`src/rtl/qpsk_tx_pkg.sv`:
```
`default_nettype none
// +--------------------------------------------------------------------------+
// | Package     : qpsk_tx_pkg                                                 |
// | Description : Shared types and helpers for the QPSK burst sequencer:      |
// |               FSM state encoding, preamble symbols, symbol-to-phase map.  |
// | Revision    : 1.0  initial release                                        |
// +--------------------------------------------------------------------------+
package qpsk_tx_pkg;

  typedef enum logic [1:0] {
    ST_IDLE = 2'd0,
    ST_PRE  = 2'd1,
    ST_DATA = 2'd2,
    ST_TAIL = 2'd3
  } tx_state_e;

  // Absolute preamble alternates these two symbols, starting with the even one.
  localparam logic [1:0] PRE_SYM_EVEN = 2'd0;
  localparam logic [1:0] PRE_SYM_ODD  = 2'd2;
  // Differential preamble: a constant +2 step yields alternating absolute phase.
  localparam logic [1:0] PRE_SYM_DIFF = 2'd2;

  localparam int unsigned PHASE_MAX_W = 64;

  // phase = (2*sym + 1) * 2^nbits, i.e. P, 3P, 5P, 7P. Callers cast down to
  // nbits+3 bits, which always holds 7P exactly.
  function automatic logic [PHASE_MAX_W-1:0] sym_to_phase(input logic [1:0] sym,
                                                          input int unsigned nbits);
    logic [PHASE_MAX_W-1:0] mult;
    mult = {{(PHASE_MAX_W-3){1'b0}}, sym, 1'b1};
    return mult << nbits;
  endfunction

endpackage
`default_nettype wire

```
`src/rtl/qpsk_sym_timer.sv`:
```
`default_nettype none
// +--------------------------------------------------------------------------+
// | Module      : qpsk_sym_timer                                              |
// | Description : Loadable symbol-period down-counter. The period is latched  |
// |               on load (0 treated as 1); while running, boundary is high   |
// |               on the last clock of every symbol.                          |
// | Revision    : 1.0  initial release                                        |
// | Ports       : clk, rst (async, active-low), load, run, period[SYM_W],     |
// |               boundary                                                    |
// +--------------------------------------------------------------------------+
module qpsk_sym_timer #(
  parameter int unsigned SYM_W = 16
) (
  input  logic             clk,
  input  logic             rst,
  input  logic             load,
  input  logic             run,
  input  logic [SYM_W-1:0] period,
  output logic             boundary
);

  logic [SYM_W-1:0] period_q, period_d;
  logic [SYM_W-1:0] cnt_q, cnt_d;

  always_comb begin
    period_d = period_q;
    cnt_d    = cnt_q;
    if (load) begin
      period_d = (period == '0) ? SYM_W'(1) : period;
      // Count down from period-1 so the first symbol already lasts a full period.
      cnt_d    = period_d - SYM_W'(1);
    end else if (run) begin
      cnt_d = (cnt_q == '0) ? (period_q - SYM_W'(1)) : (cnt_q - SYM_W'(1));
    end
  end

  assign boundary = run && (cnt_q == '0);

  always_ff @(posedge clk or negedge rst) begin
    if (!rst) begin
      period_q <= SYM_W'(1);
      cnt_q    <= '0;
    end else begin
      period_q <= period_d;
      cnt_q    <= cnt_d;
    end
  end

endmodule
`default_nettype wire

```
`src/rtl/qpsk_tx_sequencer.sv`:
```
`default_nettype none
// +--------------------------------------------------------------------------+
// | Module      : qpsk_tx_sequencer                                           |
// | Description : Burst controller for the SSB/QPSK H-bridge modulator.       |
// |               Sends preamble, byte payload (2 bits/symbol, MSB pair       |
// |               first), guard tail, then returns to standby.                |
// | Revision    : 1.0  initial release                                        |
// | Macro       : QPSK_DIFF_EN - differential phase mapping when defined      |
// | Ports       : clk, rst (async, active-low), start, abort,                 |
// |               sym_period[SYM_W], s_data[8]/s_valid/s_last/s_ready (byte   |
// |               stream in), stdby, set_qpsk, qpsk_phase[NBITS+3]            |
// |               (modulator), busy, underflow (sticky, cleared on start)     |
// +--------------------------------------------------------------------------+
module qpsk_tx_sequencer
  import qpsk_tx_pkg::*;
#(
  parameter int unsigned NBITS    = 24,
  parameter int unsigned SYM_W    = 16,
  parameter int unsigned PRE_LEN  = 16,
  parameter int unsigned TAIL_LEN = 4
) (
  input  logic               clk,
  input  logic               rst,
  input  logic               start,
  input  logic               abort,
  input  logic [SYM_W-1:0]   sym_period,
  input  logic [7:0]         s_data,
  input  logic               s_valid,
  input  logic               s_last,
  output logic               s_ready,
  output logic               stdby,
  output logic               set_qpsk,
  output logic [NBITS+2:0]   qpsk_phase,
  output logic               busy,
  output logic               underflow
);

  localparam int unsigned PH_W    = NBITS + 3;
  localparam int unsigned CNT_MAX = (PRE_LEN > TAIL_LEN) ? PRE_LEN : TAIL_LEN;
  localparam int unsigned CNT_W   = $clog2(CNT_MAX) + 2;

`ifdef QPSK_DIFF_EN
  localparam logic [1:0] PRE_FIRST = PRE_SYM_DIFF;
`else
  localparam logic [1:0] PRE_FIRST = PRE_SYM_EVEN;
`endif

  tx_state_e        state_q, state_d;
  logic [CNT_W-1:0] sym_cnt_q, sym_cnt_d;
  logic [7:0]       hold_data_q, hold_data_d;
  logic             hold_last_q, hold_last_d;
  logic             hold_full_q, hold_full_d;
  logic [7:0]       shift_q, shift_d;
  logic             shift_last_q, shift_last_d;
  logic [PH_W-1:0]  phase_q, phase_d;
  logic             s_ready_q, s_ready_d;
  logic             stdby_q, stdby_d;
  logic             set_qpsk_q, set_qpsk_d;
  logic             busy_q, busy_d;
  logic             underflow_q, underflow_d;
`ifdef QPSK_DIFF_EN
  logic [1:0]       idx_q, idx_d;
  logic             emit_clr;
`endif

  logic             emit_en;
  logic [1:0]       emit_sym;
  logic [1:0]       pre_next;
  logic             hs;
  logic             start_go;
  logic             sym_bnd;

  assign hs       = s_valid && s_ready_q;
  assign start_go = start && (state_q == ST_IDLE) && !abort;

`ifdef QPSK_DIFF_EN
  assign pre_next = PRE_SYM_DIFF;
`else
  // Current preamble symbol index even -> next one is odd, and vice versa.
  assign pre_next = sym_cnt_q[0] ? PRE_SYM_EVEN : PRE_SYM_ODD;
`endif

  qpsk_sym_timer #(
    .SYM_W (SYM_W)
  ) u_timer (
    .clk      (clk),
    .rst      (rst),
    .load     (start_go),
    .run      (busy_q),
    .period   (sym_period),
    .boundary (sym_bnd)
  );

  always_comb begin
    state_d      = state_q;
    sym_cnt_d    = sym_cnt_q;
    hold_data_d  = hold_data_q;
    hold_last_d  = hold_last_q;
    hold_full_d  = hold_full_q;
    shift_d      = shift_q;
    shift_last_d = shift_last_q;
    phase_d      = phase_q;
    underflow_d  = underflow_q;
    emit_en      = 1'b0;
    emit_sym     = 2'd0;
`ifdef QPSK_DIFF_EN
    emit_clr     = 1'b0;
    idx_d        = idx_q;
`endif

    case (state_q)
      ST_IDLE: begin
        if (start) begin
          state_d     = ST_PRE;
          sym_cnt_d   = '0;
          underflow_d = 1'b0;
          hold_full_d = 1'b0;
          emit_en     = 1'b1;
          emit_sym    = PRE_FIRST;
`ifdef QPSK_DIFF_EN
          emit_clr    = 1'b1;
`endif
        end
      end

      ST_PRE: begin
        if (sym_bnd) begin
          if (sym_cnt_q == CNT_W'(PRE_LEN - 1)) begin
            sym_cnt_d = '0;
            if (hold_full_q) begin
              state_d      = ST_DATA;
              shift_d      = hold_data_q;
              shift_last_d = hold_last_q;
              hold_full_d  = 1'b0;
              emit_en      = 1'b1;
              emit_sym     = hold_data_q[7:6];
            end else begin
              state_d     = ST_TAIL;
              underflow_d = 1'b1;
            end
          end else begin
            sym_cnt_d = sym_cnt_q + CNT_W'(1);
            emit_en   = 1'b1;
            emit_sym  = pre_next;
          end
        end
      end

      ST_DATA: begin
        if (sym_bnd) begin
          if (sym_cnt_q == CNT_W'(3)) begin
            sym_cnt_d = '0;
            if (shift_last_q) begin
              state_d = ST_TAIL;
            end else if (hold_full_q) begin
              shift_d      = hold_data_q;
              shift_last_d = hold_last_q;
              hold_full_d  = 1'b0;
              emit_en      = 1'b1;
              emit_sym     = hold_data_q[7:6];
            end else begin
              state_d     = ST_TAIL;
              underflow_d = 1'b1;
            end
          end else begin
            // shift_q[7:6] is the symbol on air; the next pair sits below it.
            sym_cnt_d = sym_cnt_q + CNT_W'(1);
            shift_d   = shift_q << 2;
            emit_en   = 1'b1;
            emit_sym  = shift_q[5:4];
          end
        end
      end

      ST_TAIL: begin
        if (sym_bnd) begin
          if (sym_cnt_q == CNT_W'(TAIL_LEN - 1)) begin
            state_d   = ST_IDLE;
            sym_cnt_d = '0;
          end else begin
            sym_cnt_d = sym_cnt_q + CNT_W'(1);
          end
        end
      end

      default: begin
        state_d = ST_IDLE;
      end
    endcase

    if (emit_en) begin
`ifdef QPSK_DIFF_EN
      idx_d   = (emit_clr ? 2'd0 : idx_q) + emit_sym;
      phase_d = PH_W'(sym_to_phase(idx_d, NBITS));
`else
      phase_d = PH_W'(sym_to_phase(emit_sym, NBITS));
`endif
    end

    // Applied after the drain so a same-edge refill would win over the drain.
    if (hs) begin
      hold_data_d = s_data;
      hold_last_d = s_last;
      hold_full_d = 1'b1;
    end

    if (abort) begin
      state_d     = ST_IDLE;
      sym_cnt_d   = '0;
      phase_d     = '0;
      hold_full_d = 1'b0;
      underflow_d = underflow_q;
`ifdef QPSK_DIFF_EN
      idx_d       = idx_q;
`endif
    end

    busy_d     = (state_d != ST_IDLE);
    stdby_d    = (state_d == ST_IDLE);
    set_qpsk_d = (state_d != ST_IDLE);
    s_ready_d  = ((state_d == ST_PRE) || (state_d == ST_DATA)) && !hold_full_d;
  end

  always_ff @(posedge clk or negedge rst) begin
    if (!rst) begin
      state_q      <= ST_IDLE;
      sym_cnt_q    <= '0;
      hold_data_q  <= '0;
      hold_last_q  <= 1'b0;
      hold_full_q  <= 1'b0;
      shift_q      <= '0;
      shift_last_q <= 1'b0;
      phase_q      <= '0;
      s_ready_q    <= 1'b0;
      stdby_q      <= 1'b1;
      set_qpsk_q   <= 1'b0;
      busy_q       <= 1'b0;
      underflow_q  <= 1'b0;
`ifdef QPSK_DIFF_EN
      idx_q        <= 2'd0;
`endif
    end else begin
      state_q      <= state_d;
      sym_cnt_q    <= sym_cnt_d;
      hold_data_q  <= hold_data_d;
      hold_last_q  <= hold_last_d;
      hold_full_q  <= hold_full_d;
      shift_q      <= shift_d;
      shift_last_q <= shift_last_d;
      phase_q      <= phase_d;
      s_ready_q    <= s_ready_d;
      stdby_q      <= stdby_d;
      set_qpsk_q   <= set_qpsk_d;
      busy_q       <= busy_d;
      underflow_q  <= underflow_d;
`ifdef QPSK_DIFF_EN
      idx_q        <= idx_d;
`endif
    end
  end

  assign s_ready    = s_ready_q;
  assign stdby      = stdby_q;
  assign set_qpsk   = set_qpsk_q;
  assign qpsk_phase = phase_q;
  assign busy       = busy_q;
  assign underflow  = underflow_q;

endmodule
`default_nettype wire
```
`config.mk`:
```
export PLATFORM = sky130hd
export DESIGN_NAME = qpsk_tx_sequencer
export DESIGN_NICKNAME = d
export VERILOG_FILES = /design/src/rtl/qpsk_tx_pkg.sv /design/src/rtl/qpsk_sym_timer.sv /design/src/rtl/qpsk_tx_sequencer.sv
export SDC_FILE = /design/constraint.sdc
export NUM_CORES = 1
export LEC_CHECK = 0
export ABC_AREA = 1
export BUFFER_PORTS_ARGS = -buffer_cell sky130_fd_sc_hd__buf_4
export CAP_MARGIN = 5
export CORE_ASPECT_RATIO = 1.25
export CORE_MARGIN = 2
export CORE_UTILIZATION = 35
export CTS_BUF_LIST = sky130_fd_sc_hd__clkbuf_8
export DETAILED_ROUTE_END_ITERATION = 16
export PLACE_DENSITY = 0.55
export REMOVE_ABC_BUFFERS = 1
export SETUP_SLACK_MARGIN = 0.05
export SLEW_MARGIN = 20
export SYNTH_ARGS = -nofsm -noshare
export SYNTH_HDL_FRONTEND = slang
export SYNTH_SLANG_ARGS = --single-unit
```
`constraint.sdc`:
```
create_clock -name clk -period 2.95 [get_ports clk]
set_input_delay 0.59 -clock clk [delete_from_list [all_inputs] [get_ports clk]]
set_output_delay 0.59 -clock clk [all_outputs]
set_load 0.05 [all_outputs]
```
==> impl_summary.txt, run 1 <==
----------------------------------------------------
[Final layout]
  Number of antenna repair diodes ... 0
  Fillcell total ... around 1300
  Final net count ... between 600 and 700
  Footprint of the multi-input gates ... around 0.0021 sq mm
  Synth-to-layout area growth ... 12.0%
  Area used by sequential logic in the layout ... ~0.0016 sq mm
  Share of post-route cells with drive strength above 1 ... between 15 and 20%
  Post-layout utilization of the core ... 39.7%

[Setup path]
  Cell Chain, Critical Path ... inv_1, ha_1, nand3_4, inv_1, nor2_2, inv_1, nand3_1, nand2_1
  CP max stage cell ... sky130_fd_sc_hd__nor2_2
  Delay contributed by the slowest stage of the critical path ... 0.55 ns
  Data arrival time of the critical path ... about 2.8 ns
  Cell with the most instances on the worst path ... sky130_fd_sc_hd__inv_1
  Worst setup EP type ... register
  Maximum fanout along the worst path ... 20
  Path type of the worst setup path ... reg -> reg
  Critical path data required time ... 3.20 ns
  CP startpoint kind ... register
  Register-to-register path setup slack ... between 0.4 and 0.5 ns

[Clock network]
  Hold buffers post-CTS ... 0
  Clock root cell ... sky130_fd_sc_hd__clkbuf_8
  Clock Sink Count ... 64
  Clock transition time at the flip-flop clock pins of the worst setup and hold paths ... 0.07 ns
  Number of H-tree levels ... 3
  Number of buffers inserted by post-CTS setup repair ... 0
  Clock tree from TritonCTS ... built
  Maximum number of buffers from clock root to sink ... 2
  Number of buffers created by CTS ... 9
  PostCTS Resize Cnt ... 0
  Clk_lat worst skew ... 0.36 ns

[Outcome]
  Status ... finished clean

[Logic synthesis]
  Synthesized area per cell ... about 7.3 sq um
  Sequential share of the synthesized area ... 37.5%
  Netlist area before placement ... 0.00427 sq mm
  Number of warnings printed during yosys synthesis ... 0
  Synth async-reset ratio ... 100%
  Count of flip-flops with a built-in enable after synthesis ... 0
  Post-Syn Instances ... 589
  Count of distinct cell types in the synthesized netlist ... between 40 and 50
  Number of synthesized register bits ... 64
  Prevailing post-synth register cell ... sky130_fd_sc_hd__dfrtp_1

[Pwr]
  Seq pwr share ... 32.8%
  Switching part of the total power ... 46.3%
  Share of total power in combinational logic ... 49.5%
  Proportion of power drawn by the clock network ... between 10% and 20%
  IR drop worst, VDD ... 0.000358 V
  Internal power of the cells ... approximately 2.3 mW
  Leakage power total ... 2.46 nW
  Power density cells ... 891 mW/mm^2
  PnR Total Power ... roughly 4.3 mW
  P_sw ... 1.98 mW

[Floorplan]
  Die Y-Extent ... 128 um
  Die Footprint ... around 0.013 sq mm
  Number of placement rows ... 45
  Width of the die ... roughly 100 um
  Count of boundary I/O pins ... 62
  Core box area ... between 0.01 and 0.015 sq mm
  Initial Utilization ... 35.5%

[Timing]
  Minimum clock period ... 2.54 ns
  Max-slew violation count ... 0
  Max-slew headroom at the worst pin ... 43.8%
  Unrepaired setup endpoints after global routing ... no
  Total negative setup slack ... 0 ns
  Total setup violations reported at the end of the flow ... 0
  Tightest Pin Transition ... 0.843 ns
  Worst clock skew ... between 0.008 and 0.009 ns
  Maximum clock rate ... 394 MHz
  Final cycle utilization of the critical path ... 86.0%
  Final setup margin ... 0.412 ns
  Final number of hold-violating endpoints ... 0

[Placement]
  Routability Congestion ... 0.865
  Quantity of I/O buffers inserted on ports ... 37
  Half-perimeter wire length after detailed placement ... 7.38 mm
  Worst setup timing slack at the placement stage ... 0.374 ns

[Detailed routing]
  Initial DRT Pass Iterations ... 4
  Vias/cell ... 4.61
  Total Wirelength ... 9.94 mm
  Routed len/inst ... 12.5 um
  Remaining antenna violation count after routing ... 0
  DRT iter0 DRCs ... 133
  Residual DRC count ... 0
  Via count ... 3662

[GRT]
  Wire length of the first global-routing pass ... 17.0 mm
  Global routing usage summed across all routing layers ... 16.5%
  Number of antenna violations at the first check in global routing ... 0
  Number of global-route vias before repair ... approximately 3600
  Pin count of the biggest net entering global routing ... 65
  Leftover overflow at the end of global routing ... 0

[Job]
  Max Cap Violations ... 0

[Worst hold path]
  Class of the tightest hold or removal check ... in -> async

----------------------------------------------------
==> cells in the mapped netlist, types with 4 or more instances <==
| cell | instances | area share (%) |
|---|---|---|
| sky130_fd_sc_hd__nand2_1 | 136 | 12 |
| sky130_fd_sc_hd__inv_1 | 93 | 8.2 |
| sky130_fd_sc_hd__nor2_1 | 68 | 6.0 |
| sky130_fd_sc_hd__dfrtp_1 | 62 | 36 |
| sky130_fd_sc_hd__nand3_1 | 44 | 5.2 |
| sky130_fd_sc_hd__o21ai_0 | 38 | 4.4 |
| sky130_fd_sc_hd__buf_4 | 27 | 4.7 |
| sky130_fd_sc_hd__a21oi_1 | 14 | 1.6 |
| sky130_fd_sc_hd__mux2_2 | 9 | 2.4 |
| sky130_fd_sc_hd__nor2_2 | 9 | 1.3 |
| sky130_fd_sc_hd__ha_1 | 8 | 2.3 |
| sky130_fd_sc_hd__nand2_2 | 8 | 1.2 |
| sky130_fd_sc_hd__clkbuf_1 | 7 | 0.61 |
| sky130_fd_sc_hd__nand4_1 | 6 | 0.88 |
| sky130_fd_sc_hd__inv_2 | 5 | 0.44 |
| sky130_fd_sc_hd__nand3_2 | 5 | 1.2 |
| sky130_fd_sc_hd__nor2_4 | 5 | 1.3 |
| sky130_fd_sc_hd__a31oi_1 | 4 | 0.59 |
| sky130_fd_sc_hd__buf_6 | 4 | 1.1 |
==> cells by family (layout without fill, tap and decap cells) <==
logic type / after synthesis / count (layout) / synth area share [%]
buf+inv: 139 / 157 / 15.3
other cells: 1 / 24 / 0.0877
mux: 11 / 11 / 2.87
xor+xnor: 3 / 3 / 0.615
simple gates: 289 / 289 / 31.4
compound gates: 74 / 74 / 9.78
fa+ha+maj: 8 / 8 / 2.34
flops: 64 / 64 / 37.5
==> per-layer routing <==
metal,wire (um),up-vias,global-route usage [%],part of all wire [%]
li1,-,1865,-,-
met1,4170,1703,19.7,42
met2,5230,78,29.0,53
met3,369,16,3.45,3.7
met4,177,0,5.96,1.8
met5,0,-,0,0
==> registers in the layout, summed over array words and instances, names as in the netlist <==
| signal | count |
|---|---|
| shift_q | 6 |
| hold_last_q | 1 |
| s_ready | 1 |
| state_q | 2 |
| busy | 1 |
| hold_full_q | 1 |
| stdby | 1 |
| u_timer.cnt_q | 16 |
| qpsk_phase | 3 |
| hold_data_q | 8 |
| underflow | 1 |
| u_timer.period_q | 16 |
| sym_cnt_q | 6 |
| shift_last_q | 1 |
==> layout make-up <==
| cell class | instances | area share (%) |
|---|---|---|
| Timing Repair Buffer | 42 | 6.58 |
| Multi-Input combinational cell | 409 | 43.9 |
| Sequential cell | 64 | 33.5 |
| Inverter | 100 | 7.87 |
| Clock inverter | 5 | 1.02 |
| Clock buffer | 10 | 2.87 |
| Tap cell | 164 | 4.29 |
==> per-stage QoR <==
step	cell area, sq um	hold WS (ns)	std cells
floorplan	4080	0.294	573
global placement	4600	0.466	779
detailed placement	4600	0.471	779
CTS	4790	0.376	794
global route	4790	0.406	794
finish	4790	0.321	794
==> path summary, 6_finish.rpt <==
check / startpoint / endpoint / cells after the start
setup reg to reg: state_q[0]$_DFF_PN0_ / u_timer.cnt_q[13]$_DFFE_PN0P_ / 8
hold / removal: rst / u_timer.period_q[7]$_DFFE_PN0N_ / 1
min in group clk: s_data[4] / hold_data_q[4]$_DFFE_PN0P_ / 2
max in group asynchronous: rst / s_ready$_DFF_PN0_ / 1
hold reg to reg: qpsk_phase[25]$_DFFE_PN0P_ / qpsk_phase[25]$_DFFE_PN0P_ / 2
setup / recovery: state_q[0]$_DFF_PN0_ / u_timer.cnt_q[13]$_DFFE_PN0P_ / 8
==> power by group through the flow <==
stage	Combinational, mW	Clock [mW]	Sequential, mW
after CTS	2.13	0.782	1.40
after floorplan	1.52	0	1.48
after global routing	2.40	0.820	1.44
after detailed placement	2.12	0	1.42
after global placement	2.11	0	1.41
final	2.11	0.753	1.40
==> cell usage in the layout, fill, tap and decap left out, drive strengths merged, types with 2 or more instances in the layout <==
| cell | count |
|---|---|
| nand2 | 145 |
| inv | 99 |
| nor2 | 84 |
| dfrtp | 62 |
| nand3 | 51 |
| buf | 42 |
| o21ai | 41 |
| conb | 24 |
| a21oi | 15 |
| clkbuf | 10 |
| mux2 | 10 |
| ha | 8 |
| nand4 | 6 |
| clkinv | 5 |
| a31oi | 4 |
| o22ai | 3 |
| o211ai | 3 |
| a211oi | 2 |
| xor2 | 2 |
| dfstp | 2 |
| nor3 | 2 |
==> worst max-delay path: cells and delay by family (launching register included) <==
| family | cells | cell delay (ns) |
|---|---|---|
| AND/OR/NAND/NOR | 4 | 1.06 |
| adder cells (fa/ha/maj) | 1 | 0.28 |
| flip-flops | 1 | 0.41 |
| buffers and inverters | 3 | 0.67 |
No activity file was read; power rests on OpenSTA's default activity.
==> inputs of run 2 (changes only) <==
==> constraint.sdc (replaced) <==
create_clock -name clk -period 2.95 [get_ports clk]
set_input_delay 0.295 -clock clk [delete_from_list [all_inputs] [get_ports clk]]
set_output_delay 0.295 -clock clk [all_outputs]
set_load 0.05 [all_outputs]
==> impl_summary.txt, run 2 (same netlist as run 1, synthesis figures left out) <==
----------------------------------------------------
[Pwr]
  PnR Total Power ... roughly 4.4 mW
  P_sw ... 2.01 mW
  IR drop worst, VDD ... 0.000487 V
  Proportion of power drawn by the clock network ... about a fifth
  Switching part of the total power ... 45.9%
  Share of total power in combinational logic ... 48.5%
  Internal power of the cells ... 2.36 mW
  Power density cells ... 908 mW/mm^2
  Leakage power total ... roughly 2.5 nW
  Seq pwr share ... between 30% and 40%

[Clock network]
  Clock Sink Count ... 64
  Clock tree from TritonCTS ... built
  Clk_lat worst skew ... 0.35 ns
  Number of H-tree levels ... 3
  Hold buffers post-CTS ... 0
  PostCTS Resize Cnt ... 0
  Clock root cell ... sky130_fd_sc_hd__clkbuf_8
  Clock transition time at the flip-flop clock pins of the worst setup and hold paths ... 0.07 ns
  Maximum number of buffers from clock root to sink ... 2
  Number of buffers inserted by post-CTS setup repair ... 0
  Number of buffers created by CTS ... 9

[Placement]
  Half-perimeter wire length after detailed placement ... 7.39 mm
  Instance count after placement with tap cells included ... 778
  Routability Congestion ... 0.929
  Quantity of I/O buffers inserted on ports ... 37
  Placed cell area ... 0.00459 sq mm

[Floorplan]
  Count of boundary I/O pins ... 62
  Die Footprint ... ~0.013 sq mm
  Initial Utilization ... 35.5%
  Core box area ... 0.0120 sq mm
  Die Y-Extent ... 128 um
  Number of placement rows ... 45
  Width of the die ... 103 um

[Final layout]
  Final net count ... 663
  Number of standard cells in the final layout excluding fillers ... 794
  Largest registers ranked by flip-flop count ... u_timer.cnt_q x16, u_timer.period_q x16, hold_data_q x8
  Total non-filler cell area in the finished layout ... 0.00482 sq mm
  Share of post-route cells with drive strength above 1 ... between 15 and 20%
  Synth-to-layout area growth ... 12.7%
  Most common cell after layout, fill and taps aside ... sky130_fd_sc_hd__nand2_1
  Fillcell total ... 1262
  Number of antenna repair diodes ... 0
  Highest-count cells in the layout ignoring fill and taps ... sky130_fd_sc_hd__nand2_1, sky130_fd_sc_hd__inv_1, sky130_fd_sc_hd__nor2_1

[Detailed routing]
  DRT iter0 DRCs ... 149
  Total Wirelength ... 9.72 mm
  Remaining antenna violation count after routing ... 0
  Via count ... 3644
  Vias/cell ... roughly 4.6
  Routed len/inst ... approximately 12 um
  Initial DRT Pass Iterations ... 4
  Residual DRC count ... 0

[Timing]
  Minimum clock period ... 2.61 ns
  Unrepaired setup endpoints after global routing ... no
  Maximum clock rate ... roughly 380 MHz
  Total setup violations reported at the end of the flow ... 0
  Worst clock skew ... 0.00981 ns
  Max-slew violation count ... 0
  Final number of hold-violating endpoints ... 0
  Final cycle utilization of the critical path ... between 80% and 90%
  Total negative setup slack ... 0 ns
  Min Hold Slack ... 0.0207 ns
  Max-slew headroom at the worst pin ... 45.0%
  Tightest Pin Transition ... 0.825 ns

[GRT]
  Global routing usage summed across all routing layers ... 16.0%
  Pin count of the biggest net entering global routing ... 65
  Number of global-route vias before repair ... 3685
  Wire length of the first global-routing pass ... 16.6 mm
  Leftover overflow at the end of global routing ... 0
  Number of antenna violations at the first check in global routing ... 0

[Job]
  Max Cap Violations ... 0

[Setup path]
  Path type of the worst setup path ... reg -> reg
  Number of cells on the worst reg-to-reg path ... 8
  Maximum fanout along the worst path ... 20
  Data arrival time of the critical path ... between 2 and 3 ns
  Register-to-register path setup slack ... 0.34 ns
  Worst setup EP type ... register
  CP startpoint kind ... register
  Critical path data required time ... 3.16 ns

[Worst hold path]
  Class of the tightest hold or removal check ... in -> async

[Outcome]
  Status ... finished clean

----------------------------------------------------
run 2: power by group through the flow:
stage | logic, mW | registers (mW) | clock network, mW
2_1_floorplan | 1.52 | 1.48 | 0
3_3_place_gp | 2.09 | 1.41 | 0
3_5_place_dp | 2.13 | 1.41 | 0
4_1_cts | 2.14 | 1.40 | 0.875
5_1_grt | 2.40 | 1.44 | 0.921
6_report | 2.12 | 1.40 | 0.853
run 2: worst paths after layout:
path / start / endpoint
min reg2reg: u_timer.period_q[4]$_DFFE_PN0N_ / u_timer.period_q[4]$_DFFE_PN0N_
min in group clk: s_data[6] / hold_data_q[6]$_DFFE_PN0P_
max: state_q[0]$_DFF_PN0_ / u_timer.cnt_q[2]$_DFFE_PN0P_
max reg2reg: state_q[0]$_DFF_PN0_ / u_timer.cnt_q[2]$_DFFE_PN0P_
max in group asynchronous: rst / state_q[0]$_DFF_PN0_
min: rst / u_timer.period_q[5]$_DFFE_PN0N_
run 2: per-stage QoR:
step           setup slack (ns)  utilization (%)
2_1_floorplan             0.580                -
3_3_place_gp              0.329             38.1
3_5_place_dp              0.345             38.1
4_1_cts                   0.325             40.0
5_1_grt                  0.0661             40.0
6_report                  0.342             40.0
run 2: area by class of cell:
cell class	instances	area (sq um)	share of cell area, %
Clock buffer	9	124	2.57
Clock inverter	7	96.3	2.00
Inverter	100	377	7.82
Multi-Input combinational cell	409	2100	43.7
Sequential cell	64	1600	33.3
Tap cell	164	205	4.26
Timing Repair Buffer	41	308	6.39
run 2: routing by layer:
layer,track usage [%],up-vias,routed length (um)
li1,-,1865,-
met1,18.7,1710,4100
met2,29.0,59,5170
met3,3.28,10,308
met4,4.72,0,144
met5,0,-,0
run 2: worst max-delay path: stages, from the launching register on:
cell and delay [ns]:
sky130_fd_sc_hd__dfrtp_1 0.42, sky130_fd_sc_hd__inv_1 0.13, sky130_fd_sc_hd__ha_1 0.28, sky130_fd_sc_hd__nand3_4 0.23, sky130_fd_sc_hd__inv_1 0.16, sky130_fd_sc_hd__nor2_2 0.57, sky130_fd_sc_hd__inv_1 0.43, sky130_fd_sc_hd__nor2_1 0.19
sky130_fd_sc_hd__a31oi_1 0.06
